[src/rtl/barrel_pkg.sv]
// barrel_pkg: slot states, girder table, ladder columns and screen limits shared by barrel_pool.
// The ladder column table is only consulted when BARREL_LADDER_DROP_EN is defined.
package barrel_pkg;

  typedef enum logic [1:0] {
    S_IDLE   = 2'd0,
    S_FALL   = 2'd1,
    S_ROLL_R = 2'd2,
    S_ROLL_L = 2'd3
  } slot_state_e;

  // Index 5 is the top girder, index 0 the bottom one.
  localparam logic [5:0][9:0] PLAT_Y      = {10'd130, 10'd190, 10'd250, 10'd310, 10'd370, 10'd430};
  localparam logic [5:0][9:0] PLAT_XSTART = {10'd30,  10'd80,  10'd30,  10'd80,  10'd30,  10'd30};
  localparam logic [5:0][9:0] PLAT_XEND   = {10'd560, 10'd610, 10'd560, 10'd610, 10'd560, 10'd610};
  localparam logic [5:0]      PLAT_DIR_R  = 6'b101010;
  localparam logic [5:0][9:0] LADDER_X    = {10'd300, 10'd200, 10'd400, 10'd250, 10'd350, 10'd0};

  localparam logic [9:0] SPAWN_X      = 10'd130;
  localparam logic [9:0] SPAWN_Y      = 10'd118;
  localparam logic [2:0] SPAWN_PIDX   = 3'd5;
  localparam logic [9:0] SCREEN_X_MAX = 10'd639;
  localparam logic [9:0] FLOOR_Y      = 10'd479;

endpackage

[src/rtl/barrel_slot.sv]
// barrel_slot: one barrel's roll/fall FSM, centre position and animation phase.
// A slot only leaves IDLE on spawn_i; clear_i (restart while paused) empties it.
module barrel_slot
  import barrel_pkg::*;
#(
  parameter int X_STEP = 3,
  parameter int Y_STEP = 3,
  parameter int SIZE   = 12
) (
  input  logic       clk_i,
  input  logic       rst_i,
  input  logic       pause_i,
  input  logic       clear_i,
  input  logic       spawn_i,
  input  logic       ladderGo_i,
  output logic [9:0] x_o,
  output logic [9:0] y_o,
  output logic       active_o,
  output logic       phase_o,
  output logic       activeNext_o
);

  localparam logic [9:0] XS = 10'(X_STEP);
  localparam logic [9:0] YS = 10'(Y_STEP);
  localparam logic [9:0] SZ = 10'(SIZE);

  slot_state_e state_q, state_d;
  logic [2:0]  pidx_q, pidx_d, pidxDn;
  logic [9:0]  x_q, x_d, y_q, y_d, ladderHi;
  logic [3:0]  anim_q, anim_d;
  logic        phase_q, phase_d, active_q, retire, ladderOk;

  // Every edge derives the next position from the current one; a landing snap replaces the step.
  always_comb begin
    state_d  = state_q;
    pidx_d   = pidx_q;
    x_d      = x_q;
    y_d      = y_q;
    anim_d   = anim_q;
    phase_d  = phase_q;
    retire   = 1'b0;
    pidxDn   = pidx_q - 3'd1;
    ladderHi = LADDER_X[pidx_q] + XS - 10'd1;
    ladderOk = ladderGo_i && (pidx_q != 3'd0);
    if (clear_i) begin
      retire = 1'b1;
    end else if (!pause_i) begin
      if (state_q == S_IDLE) begin
        if (spawn_i) begin
          state_d = S_ROLL_R;
          pidx_d  = SPAWN_PIDX;
          x_d     = SPAWN_X;
          y_d     = SPAWN_Y;
          anim_d  = 4'd0;
          phase_d = 1'b0;
        end
      end else begin
        if (anim_q == 4'd8) begin
          anim_d  = 4'd0;
          phase_d = ~phase_q;
        end else begin
          anim_d = anim_q + 4'd1;
        end
        case (state_q)
          S_ROLL_R: begin
            x_d = x_q + XS;
            if ((x_d > PLAT_XEND[pidx_q] + SZ) ||
                (ladderOk && x_d >= LADDER_X[pidx_q] && x_d <= ladderHi))
              state_d = S_FALL;
          end
          S_ROLL_L: begin
            x_d = x_q - XS;
            if ((x_d + SZ < PLAT_XSTART[pidx_q]) ||
                (ladderOk && x_d >= LADDER_X[pidx_q] && x_d <= ladderHi))
              state_d = S_FALL;
          end
          S_FALL: begin
            if (pidx_q != 3'd0) begin
              if (y_q + SZ + YS >= PLAT_Y[pidxDn]) begin
                y_d     = PLAT_Y[pidxDn] - SZ;
                pidx_d  = pidxDn;
                state_d = PLAT_DIR_R[pidxDn] ? S_ROLL_R : S_ROLL_L;
              end else begin
                y_d = y_q + YS;
              end
            end else begin
              y_d = y_q + YS;
              if (y_d + SZ >= FLOOR_Y) retire = 1'b1;
            end
          end
          default: ;
        endcase
        if (x_d < SZ || x_d + SZ > SCREEN_X_MAX) retire = 1'b1;
      end
    end
    if (retire) begin
      state_d = S_IDLE;
      pidx_d  = 3'd0;
      x_d     = 10'd0;
      y_d     = 10'd0;
      anim_d  = 4'd0;
      phase_d = 1'b0;
    end
  end

  always_ff @(posedge clk_i) begin
    if (rst_i) begin
      state_q  <= S_IDLE;
      pidx_q   <= 3'd0;
      x_q      <= 10'd0;
      y_q      <= 10'd0;
      anim_q   <= 4'd0;
      phase_q  <= 1'b0;
      active_q <= 1'b0;
    end else begin
      state_q  <= state_d;
      pidx_q   <= pidx_d;
      x_q      <= x_d;
      y_q      <= y_d;
      anim_q   <= anim_d;
      phase_q  <= phase_d;
      active_q <= (state_d != S_IDLE);
    end
  end

  assign x_o          = x_q;
  assign y_o          = y_q;
  assign active_o     = active_q;
  assign phase_o      = phase_q;
  assign activeNext_o = (state_d != S_IDLE);

endmodule

[src/rtl/barrel_pool.sv]
// barrel_pool: pool of barrel slots with a periodic spawner feeding the lowest idle slot.
// Defining BARREL_LADDER_DROP_EN adds an LFSR that lets barrels drop early down ladders.
module barrel_pool
  import barrel_pkg::*;
#(
  parameter int NUM_BARRELS = 4,
  parameter int START_DELAY = 0,
  parameter int SPAWN_GAP   = 90,
  parameter int X_STEP      = 3,
  parameter int Y_STEP      = 3,
  parameter int SIZE        = 12
) (
  input  logic                     frame_clk,
  input  logic                     Reset,
  input  logic                     pause,
  input  logic                     enter,
  output logic [NUM_BARRELS*10-1:0] BarrelX,
  output logic [NUM_BARRELS*10-1:0] BarrelY,
  output logic [NUM_BARRELS-1:0]   BarrelActive,
  output logic [NUM_BARRELS-1:0]   BarrelState,
  output logic [9:0]               BarrelS,
  output logic [3:0]               alive_count
);

  localparam logic [15:0] START_LD = 16'(START_DELAY);
  localparam logic [15:0] GAP_LD   = 16'(SPAWN_GAP - 1);

  logic [15:0]            timer_q, timer_d;
  logic [3:0]             alive_d;
  logic [NUM_BARRELS-1:0] spawnVec, activeNext;
  logic                   clear, spawnTick, found, ladderGo;

  assign clear     = pause && enter;
  assign spawnTick = !pause && (timer_q == 16'd0);
  assign BarrelS   = 10'(SIZE);

  // A slot retiring on this edge still reads active, so it cannot be picked until the next spawn.
  always_comb begin
    spawnVec = '0;
    found    = 1'b0;
    for (int i = 0; i < NUM_BARRELS; i++) begin
      if (!BarrelActive[i] && !found) begin
        spawnVec[i] = spawnTick;
        found       = 1'b1;
      end
    end
  end

  always_comb begin
    timer_d = timer_q;
    if (clear)          timer_d = START_LD;
    else if (spawnTick) timer_d = GAP_LD;
    else if (!pause)    timer_d = timer_q - 16'd1;
    alive_d = 4'd0;
    for (int i = 0; i < NUM_BARRELS; i++) alive_d = alive_d + {3'b000, activeNext[i]};
  end

  always_ff @(posedge frame_clk) begin
    if (Reset) begin
      timer_q     <= START_LD;
      alive_count <= 4'd0;
    end else begin
      timer_q     <= timer_d;
      alive_count <= alive_d;
    end
  end

`ifdef BARREL_LADDER_DROP_EN
  logic [7:0] lfsr_q, lfsr_d;

  // x^8+x^6+x^5+x^4+1, stepping only on unpaused frames.
  always_comb begin
    lfsr_d = lfsr_q;
    if (!pause) lfsr_d = {lfsr_q[6:0], lfsr_q[7] ^ lfsr_q[5] ^ lfsr_q[4] ^ lfsr_q[3]};
  end

  always_ff @(posedge frame_clk) begin
    if (Reset) lfsr_q <= 8'hA5;
    else       lfsr_q <= lfsr_d;
  end

  assign ladderGo = (lfsr_q[1:0] == 2'b00);
`else
  assign ladderGo = 1'b0;
`endif

  for (genvar g = 0; g < NUM_BARRELS; g++) begin : gSlot
    barrel_slot #(
      .X_STEP(X_STEP),
      .Y_STEP(Y_STEP),
      .SIZE  (SIZE)
    ) u_slot (
      .clk_i       (frame_clk),
      .rst_i       (Reset),
      .pause_i     (pause),
      .clear_i     (clear),
      .spawn_i     (spawnVec[g]),
      .ladderGo_i  (ladderGo),
      .x_o         (BarrelX[g*10 +: 10]),
      .y_o         (BarrelY[g*10 +: 10]),
      .active_o    (BarrelActive[g]),
      .phase_o     (BarrelState[g]),
      .activeNext_o(activeNext[g])
    );
  end

endmodule
[config.mk]
export PLATFORM = sky130hd
export DESIGN_NAME = barrel_pool
export DESIGN_NICKNAME = d
export VERILOG_FILES = /design/src/rtl/barrel_pkg.sv /design/src/rtl/barrel_slot.sv /design/src/rtl/barrel_pool.sv
export SDC_FILE = /design/constraint.sdc
export NUM_CORES = 1
export LEC_CHECK = 0
export ABC_AREA = 1
export CORE_ASPECT_RATIO = 1.75
export CORE_MARGIN = 5
export CORE_UTILIZATION = 60
export CTS_CLUSTER_SIZE = 8
export DETAILED_ROUTE_END_ITERATION = 7
export GPL_TIMING_DRIVEN = 0
export PLACE_DENSITY = 0.91
export SLEW_MARGIN = 10
export SYNTH_ARGS = -nofsm -noshare
export SYNTH_HDL_FRONTEND = slang
export SYNTH_SLANG_ARGS = --single-unit
[constraint.sdc]
create_clock -name frame_clk -period 5.6 [get_ports frame_clk]
set_input_delay 1.12 -clock frame_clk [delete_from_list [all_inputs] [get_ports frame_clk]]
set_output_delay 1.12 -clock frame_clk [all_outputs]
set_load 0.01 [all_outputs]
=== After elaboration in Yosys (flattened, before gate mapping) ===
Memories as Yosys holds them, arrays and structs flattened. A register that Yosys moved wholly into a read port is not among the register bits.
Cells that the tools add are included.

* Register bits after elaboration: 144
* Bits in read-only memories: 992
* Input port bits: 4
* Output and inout port bits: 102
* Word-level logic and storage cells: 425
* Memories kept: 16

{| class="wikitable"
|+ Memory list
! name !! words !! bits a word !! read ports !! clocked after Yosys merged registers in !! wr ports !! line !! text
|-
| (name not given) || 8 || 10 || 1 || 0 || 0 || barrel_slot.sv:79 || <nowiki>if (y_q + SZ + YS >= PLAT_Y[pidxDn]) begin</nowiki>
|-
| (name not given) || 8 || 10 || 1 || 1 || 0 || barrel_slot.sv:67 || <nowiki>if ((x_d > PLAT_XEND[pidx_q] + SZ) ||</nowiki>
|-
| (name not given) || 8 || 10 || 1 || 1 || 0 || barrel_slot.sv:73 || <nowiki>if ((x_d + SZ < PLAT_XSTART[pidx_q]) ||</nowiki>
|-
| (name not given) || 8 || 10 || 1 || 1 || 0 || barrel_slot.sv:73 ||
|-
| (name not given) || 8 || 10 || 1 || 0 || 0 || barrel_slot.sv:79 ||
|-
| (name not given) || 8 || 10 || 1 || 1 || 0 || barrel_slot.sv:67 ||
|-
| +10 memories || - || - || - || - || - || - ||
|}

* Add/subtract/negate cells: 52
* Order comparisons: 32
* Eq/ne operators: 21
* Multiplexer cells: 201
* Bitwise logic cells: 6
* Reduce and logical (&&, ||, !) cells: 66

{| class="wikitable"
|+ Operators with widths
! kind !! number
|-
| $mux W10 || 52
|-
| $add A10 B4 Y10 const B || 20
|-
| $add A10 B2 Y10 const B || 12
|-
| $mux W3 || 36
|-
| $pmux W10 S2 || 4
|-
| $mux W2 || 36
|-
| $mux W1 || 55
|-
| $mux W4 || 12
|-
| $ge A10 B10 Y1 || 4
|-
| $ge A10 B9 Y1 const B || 4
|-
| $gt A10 B10 Y1 || 4
|-
| $gt A10 B10 Y1 const B || 4
|-
| $lt A10 B10 Y1 || 4
|-
| $lt A10 B4 Y1 const B || 4
|-
| $reduce_bool A2 Y1 || 20
|-
| $sub A10 B2 Y10 const B || 4
|-
| $sub A10 B4 Y10 const B || 4
|-
| $lt A3 B4 Y1 const B || 8
|-
| $reduce_and A4 Y1 || 8
|-
| $pmux W2 S3 || 4
|-
| $reduce_and A6 Y1 || 4
|-
| $add A4 B1 Y4 const B || 4
|-
| $eq A2 B2 Y1 const B || 8
|-
| $eq A4 B4 Y1 const B || 4
|-
| 18 further kinds || 59
|}

=== Logic depth before layout (Yosys ltp) ===
* Depth after elaboration: 17
* Depth in mapped cells: 32
* Depth with buffers taken out: 32

=== By module ===
A second synthesis with hierarchy kept.

* Cell total of the unflattened synthesis: 3,208
* Area, all modules: 19,696.4 sq um

{| class="wikitable"
|+ By module, submodules not included
! module !! instances !! cells each !! area an instance (sq um) !! sequential area each (sq um)
|-
| barrel_slot (gSlot[0].u_slot ...) || 2 || 754 || 4,583.1 || 840.8
|-
| barrel_slot (gSlot[3].u_slot) || 1 || 780 || 4,772.1 || 840.8
|-
| barrel_slot (gSlot[2].u_slot) || 1 || 751 || 4,574.4 || 840.8
|-
| barrel_pool || 1 || 169 || 1,183.6 || 380.4
|}

=== Least setup slack after synthesis ===
OpenSTA, ideal clock, no wires.

* Path type: register to register
* From: register gSlot[0].u_slot.pidx_q[0]
* To: register alive_count[1]
* Setup time: 0.109 ns
* Arrival time: 3.760 ns
* Required time: 5.491 ns
* Path slack: 1.731 ns
* Cell stages (with the launch flop): 33
* Path buffers: 0
* Period minus slack after synthesis: 3.869 ns
* Path through: dfxtp_1 inv_1 ha_1 inv_1 ha_1 inv_1 nor2_1 inv_1 o21ai_0 ha_1 nand2_1 nor2_1 nand2_1 nand3_1 nand2_1 nand2_1 nand2_1 nand2_1 nand2_1 nand2_1 nand2_2 nand2_1 nand2_1 nand2_1 nand2_1 nand2_1 o21ai_0 fa_1 inv_1 ha_1 ha_1 inv_1 nor2_1

* Cells in the longest elaborated chain, start to end: 15
* Elaborated cells on any way between the ends: 25
* Those cells by class: add/sub (4); order compare (1); mux (16); reduce/logical (2); memory (2)

{| class="wikitable"
|+ RTL lines
! element !! line !! text
|-
| start, declared || barrel_slot.sv:28 || <nowiki>logic [2:0] pidx_q, pidx_d, pidxDn;</nowiki>
|-
| start signal, assigned || barrel_slot.sv:117 || <nowiki>pidx_q <= pidx_d;</nowiki>
|-
| $sub A3 B1 Y3 || barrel_slot.sv:42 || <nowiki>pidxDn = pidx_q - 3'd1;</nowiki>
|-
| $mem_v2 Z8 W10 / $mem_v2 Z8 W1 (equally long branches) || - ||
|-
| $mux W10 (not written as such) / $mux W1 (equally long branches) || barrel_slot.sv:79, barrel_slot.sv:82 ||
|-
| $ge A10 B10 Y1 / $mux W1 (equally long branches) || barrel_slot.sv:79, barrel_slot.sv:82 ||
|-
| $mux W2 || barrel_slot.sv:79 ||
|-
| $mux W2 || barrel_slot.sv:78 || <nowiki>if (pidx_q != 3'd0) begin</nowiki>
|-
| $pmux W2 S3 || barrel_slot.sv:64 || <nowiki>case (state_q)</nowiki>
|-
| $mux W2 || barrel_slot.sv:48 || <nowiki>if (state_q == S_IDLE) begin</nowiki>
|-
| $mux W2 || barrel_slot.sv:47 || <nowiki>end else if (!pause_i) begin</nowiki>
|-
| $mux W2 || barrel_slot.sv:45 || <nowiki>if (clear_i) begin</nowiki>
|-
| $mux W2 * || barrel_slot.sv:96 || <nowiki>if (retire) begin</nowiki>
|-
| $reduce_bool A2 Y1 * || barrel_slot.sv:130 || <nowiki>assign activeNext_o = (state_d != S_IDLE);</nowiki>
|-
| $add A1 B1 Y2 * || barrel_pool.sv:55 || <nowiki>for (int i = 0; i < NUM_BARRELS; i++) alive_d = alive_d + {3'b000, activeNext[i]};</nowiki>
|-
| $add A2 B1 Y3 * || barrel_pool.sv:55 ||
|-
| $add A3 B1 Y4 * || barrel_pool.sv:55 ||
|-
| named net alive_d[1] || barrel_pool.sv:29 || <nowiki>logic [3:0] alive_d;</nowiki>
|-
| end signal, assigned || barrel_pool.sv:64 || <nowiki>alive_count <= alive_d;</nowiki>
|-
| end, declared || barrel_pool.sv:22 || <nowiki>output logic [3:0] alive_count</nowiki>
|}

The timed path passes the listed nets; every way through them passes the cells marked *. The select of a mux whose other input is x is not followed.
A chain may end at the register's enable or synchronous reset.

=== Worst setup path in the final report ===
Same ends and word-level chain as after synthesis.

==> results <==
- The insertion delay of the later-clocked pin in the worst-skew pair is 0.46 ns.
- The gate count of the mapped netlist is 2,356.
- The number of gates resized after cts is 0.
- The number of setup buffers added after CTS is 0.
- The initial detailed-routing violation count is 1,097.
- The cell that appears most often on the critical path is nand2_1.
- Final hold analysis gives a worst-case slack of 0.482 ns.
- The path with the worst hold slack has its endpoint at timer_q[2].
- At the end of the flow the core is filled with cells to 0.690.
- The filler cells instantiated in the layout total 2,093.
- Summed over all layers, the routed wires come to 42.3 mm.
- The per-cell via count in the routed design is 5.63.
- Across the VDD grid, the largest voltage drop is 0.212 mV.
- The register area share after synthesis is 0.225.
- The floorplan step defined a die boundary enclosing 0.0268 mm2.
- The cell type group with the largest total delay on the critical path is adder cells.
- The number of buffers and inverters on the critical path is 6.
- In the global route stage, met2 resource usage came out at 0.593.
- 106 I/O pins were placed.
- The die span in y is 213 um.
- Of the total synthesized cell area, the portion taken by AND, OR, NAND and NOR gates is 0.413.
- The slowest cell on the critical path is fa_1.
- The proportion of register bits with asynchronous set or reset after synthesis is 0.
- The cell chosen for the clock root is clkbuf_16.
- The width of the die is 126 um.
- The dominant combinational cell family by area after synthesis is simple AND/OR/NAND/NOR gates.
- Counting every sink on the clock net gives 159.
- The initial utilization of the core area, before any placement, comes to 0.606.
- Along the worst hold path, the cell count comes to 2.
- The worst flop-to-flop path endpoint is alive_count[1].
- The data arrival time of the worst path is 5.07 ns.
- The startpoint of the most critical register-to-register path is gSlot[0].u_slot.pidx_q[0].
- Tracing the worst setup path back leads to its startpoint at gSlot[0].u_slot.pidx_q[0].
- The leakage component of the power is 7.92 nW.
- The highest attainable clock frequency is 211 MHz.
- For this run, the detailed router's first-pass iteration total came to 6.
- In the global route stage, met1 resource usage came out at 0.285.
- Detailed placement finished with a half-perimeter wire length of 33.4 mm.
- The power density over the cells is 186 mW/mm2.
- The number of remaining DRC errors is 0.
- From synthesis to final layout, the design area changed by 13.8%.
- STA classifies the critical path startpoint as a flop.
- Once detail routing completed, the nets flagged for antenna violations numbered 0.
- The number of hold buffers added after CTS is 0.
- The number of global-route vias before repair came to 15.8k.
- The final count of hold timing violations is 0.
- The busiest metal layer after global routing is met2.
- Of all nets on the critical path, the largest fanout is 8.
- The H-tree was split into 4 levels.
- The worst setup skew after layout is 0.00778 ns.
- Of the cells placed in the final design, the portion with a size suffix greater than 1 is 0.0771.
- Max-cap violations in this run came to 0.
- Of the total synthesized cell area, the portion taken by full adders, half adders and majority gates is 0.0926.
- The first global-routing pass estimated 69.1 mm of wire.
- The synthesized design contains 0 enable-type register cells.
- Across every metal layer, demand over resource in global routing totals 0.310.
- For the final routed database, the setup TNS stands at 0 ns.
- The number of rows created at floorplan is 74.
- The clock period could shrink to 4.74 ns.
- The core footprint is 0.0233 mm2.
- STA classifies the critical path endpoint as a flop.
- Data on the critical path is required at its endpoint by 5.93 ns.
- The weighted congestion reported at the end of routability-driven placement is 1.01.
- After clock tree synthesis, the clock-pin slew on the worst setup and hold paths is 0.07 ns.
- The tightest min-delay check is of the reg2reg type.
- The global routing usage on met3 is 0.0411.
- The maximum count of clock buffers along a single path is 2.
- The number of cells traversed by the worst register-to-register path is 32.
- In the final routed layout, each cell accounts on average for 15.1 um.
- The number of clock buffers inserted by TritonCTS is 17.
- For this run the aggregate overflow at the end of global routing stands at 0.
- The count of state elements after synthesis is 159.
- The number of antenna violations at the first check in global routing is 0.
- In the synthesized netlist the dominant register cell turns out to be dfxtp_1.
- The cell area after synthesis is 0.0141 mm2.
- The relative max-transition margin is 0.480.
- The fraction of the mapped netlist area in compound gates is 0.102.
- TritonCTS built the clock tree.
- The final max-slew violation count came to 0.
- The completed layout was analyzed and its total power is 0.00300 W.
- The hold path startpoint is timer_q[2].
- Synthesis instantiated 51 different standard cells from the library.
- The largest single stage delay on the critical path is 0.56 ns.
- The flow ran to the end, and the final reports show no timing, DRC or antenna violations.
- The count of buffers added on input and output ports is 94.
- The total of warnings raised by yosys is 0.
- The critical path is of the reg2reg type.
- The transition time at the pin with the least slew margin is 0.781 ns.
- The synthesized area divided by synthesized cell count is 6.00 um2.
- The portion of synthesized area spent on multiplexers is 0.
- Dividing the final minimum period by the clock period gives 0.846.
- The number of vias in the routed layout is 15.7k.
- Setup repair after global routing left no endpoint under its margin.
- The number of failing setup endpoints in the final timing report is 0.
- Entering global routing, the biggest net connects 17 pins.
- 0 antenna diodes ended up in the layout.
- The worst register-to-register path has a setup slack of 0.86 ns.
- The number of nets in the layout is 2,586.
- The post-synthesis xor/xnor area fraction is 0.0372.
## logic make-up (layout without fill, tap and decap cells)
family	count (synthesis)	count (layout)
adder cells (fa/ha/maj)	104	104
other	2	11
XOR/XNOR	60	60
AND/OR/NAND/NOR	1356	1356
flip-flops	159	159
AO/OA/AOI/OAI	243	243
buffers and inverters	432	558
## area by class of cell
type	count	area, um2	share of cell area
flip-flops and latches	159	3180	0.198
inverters	370	1390	0.0863
clock inverters	11	131	0.00817
repair buffers	94	941	0.0585
clock buffers	21	470	0.0292
plain buffers	62	437	0.0271
well taps	304	380	0.0236
multi-input cells	1774	9160	0.569
## layer usage
layer  up-vias  part of all wire
met4         0             0.084
met3       265             0.045
met2       649              0.52
met1      7118              0.35
li1       7691                 -
met5         -                 0
## power breakdown
group	total (W)	internal [W]	leakage, nW	switching [W]
clock network	0.00121	0.000694	0.286	0.000511
logic	0.000576	0.000199	6.35	0.000376
registers	0.00122	0.00117	1.28	0.0000444
## cells in the mapped netlist, types with 3 or more instances
master	number	area [um2]
and2_1	5	31.3
a21oi_2	23	201
nand2_1	715	2680
buf_2	14	70.1
nand2_4	4	45.0
a21oi_1	69	345
a31oi_1	8	50.1
o211ai_1	15	113
o21bai_1	4	30.0
ha_1	103	1290
o21ai_1	12	60.1
nor3_1	33	165
nand2_2	13	81.3
nor2_4	5	56.3
and3_1	3	18.8
nand4_1	42	263
buf_4	27	203
inv_1	348	1310
o22ai_1	20	125
xor2_1	50	438
nor2_1	266	998
xnor2_1	10	87.6
a22oi_1	4	30.0
o21ai_0	76	380
inv_2	19	71.3
nand3b_1	15	113
buf_6	8	90.1
nor2_2	30	188
clkbuf_1	9	33.8
nor3b_1	3	22.5
nand3_1	210	1050
dfxtp_1	159	3180
nor3_2	5	50.1
clkinv_1	3	11.3
## stage by stage
stage | setup slack [ns] | area (um2) | instances
2_1_floorplan | 1.73 | 14200 | 2365
3_3_place_gp | 1.13 | 15500 | 2763
3_5_place_dp | 1.03 | 15500 | 2763
4_1_cts | 0.954 | 16100 | 2795
5_1_grt | 0.509 | 16100 | 2795
6_report | 0.860 | 16100 | 2795
## layout by cell type (no fill, tap or decap), drive strengths merged, types with 4 or more instances in the layout
cell and n:
a31oi 8, nor3 38, nand3 212, o21bai 4
clkdlybuf4s50 94, ha 103, nand2 732, conb 11
a22oi 4, o211ai 15, a21oi 93, dfxtp 159
o21ai 90, and2 6, inv 368, o22ai 20
nand4 42, clkbuf 32, clkinv 8, nand3b 15
nor2 301, buf 51, xor2 50, xnor2 10
## worst reg2reg max path, delay by kind of cell (launching register included)
kind            cells  cell delay (ns)
buf+inv             6             0.63
compound gates      2             0.32
fa+ha+maj           6             1.87
simple gates       18             1.27
flops               1             0.54
## worst max-delay path by stage
stage	end	slack, ns	cells after the start
5_1_grt	alive_count[1]	0.51	32
3_3_place_gp	alive_count[1]	1.13	32
6_report	alive_count[1]	0.86	32
4_1_cts	alive_count[1]	0.95	32
3_5_place_dp	alive_count[1]	1.03	32
2_1_floorplan	alive_count[1]	1.73	32
Note: power is estimated with default switching activity, not from simulation.
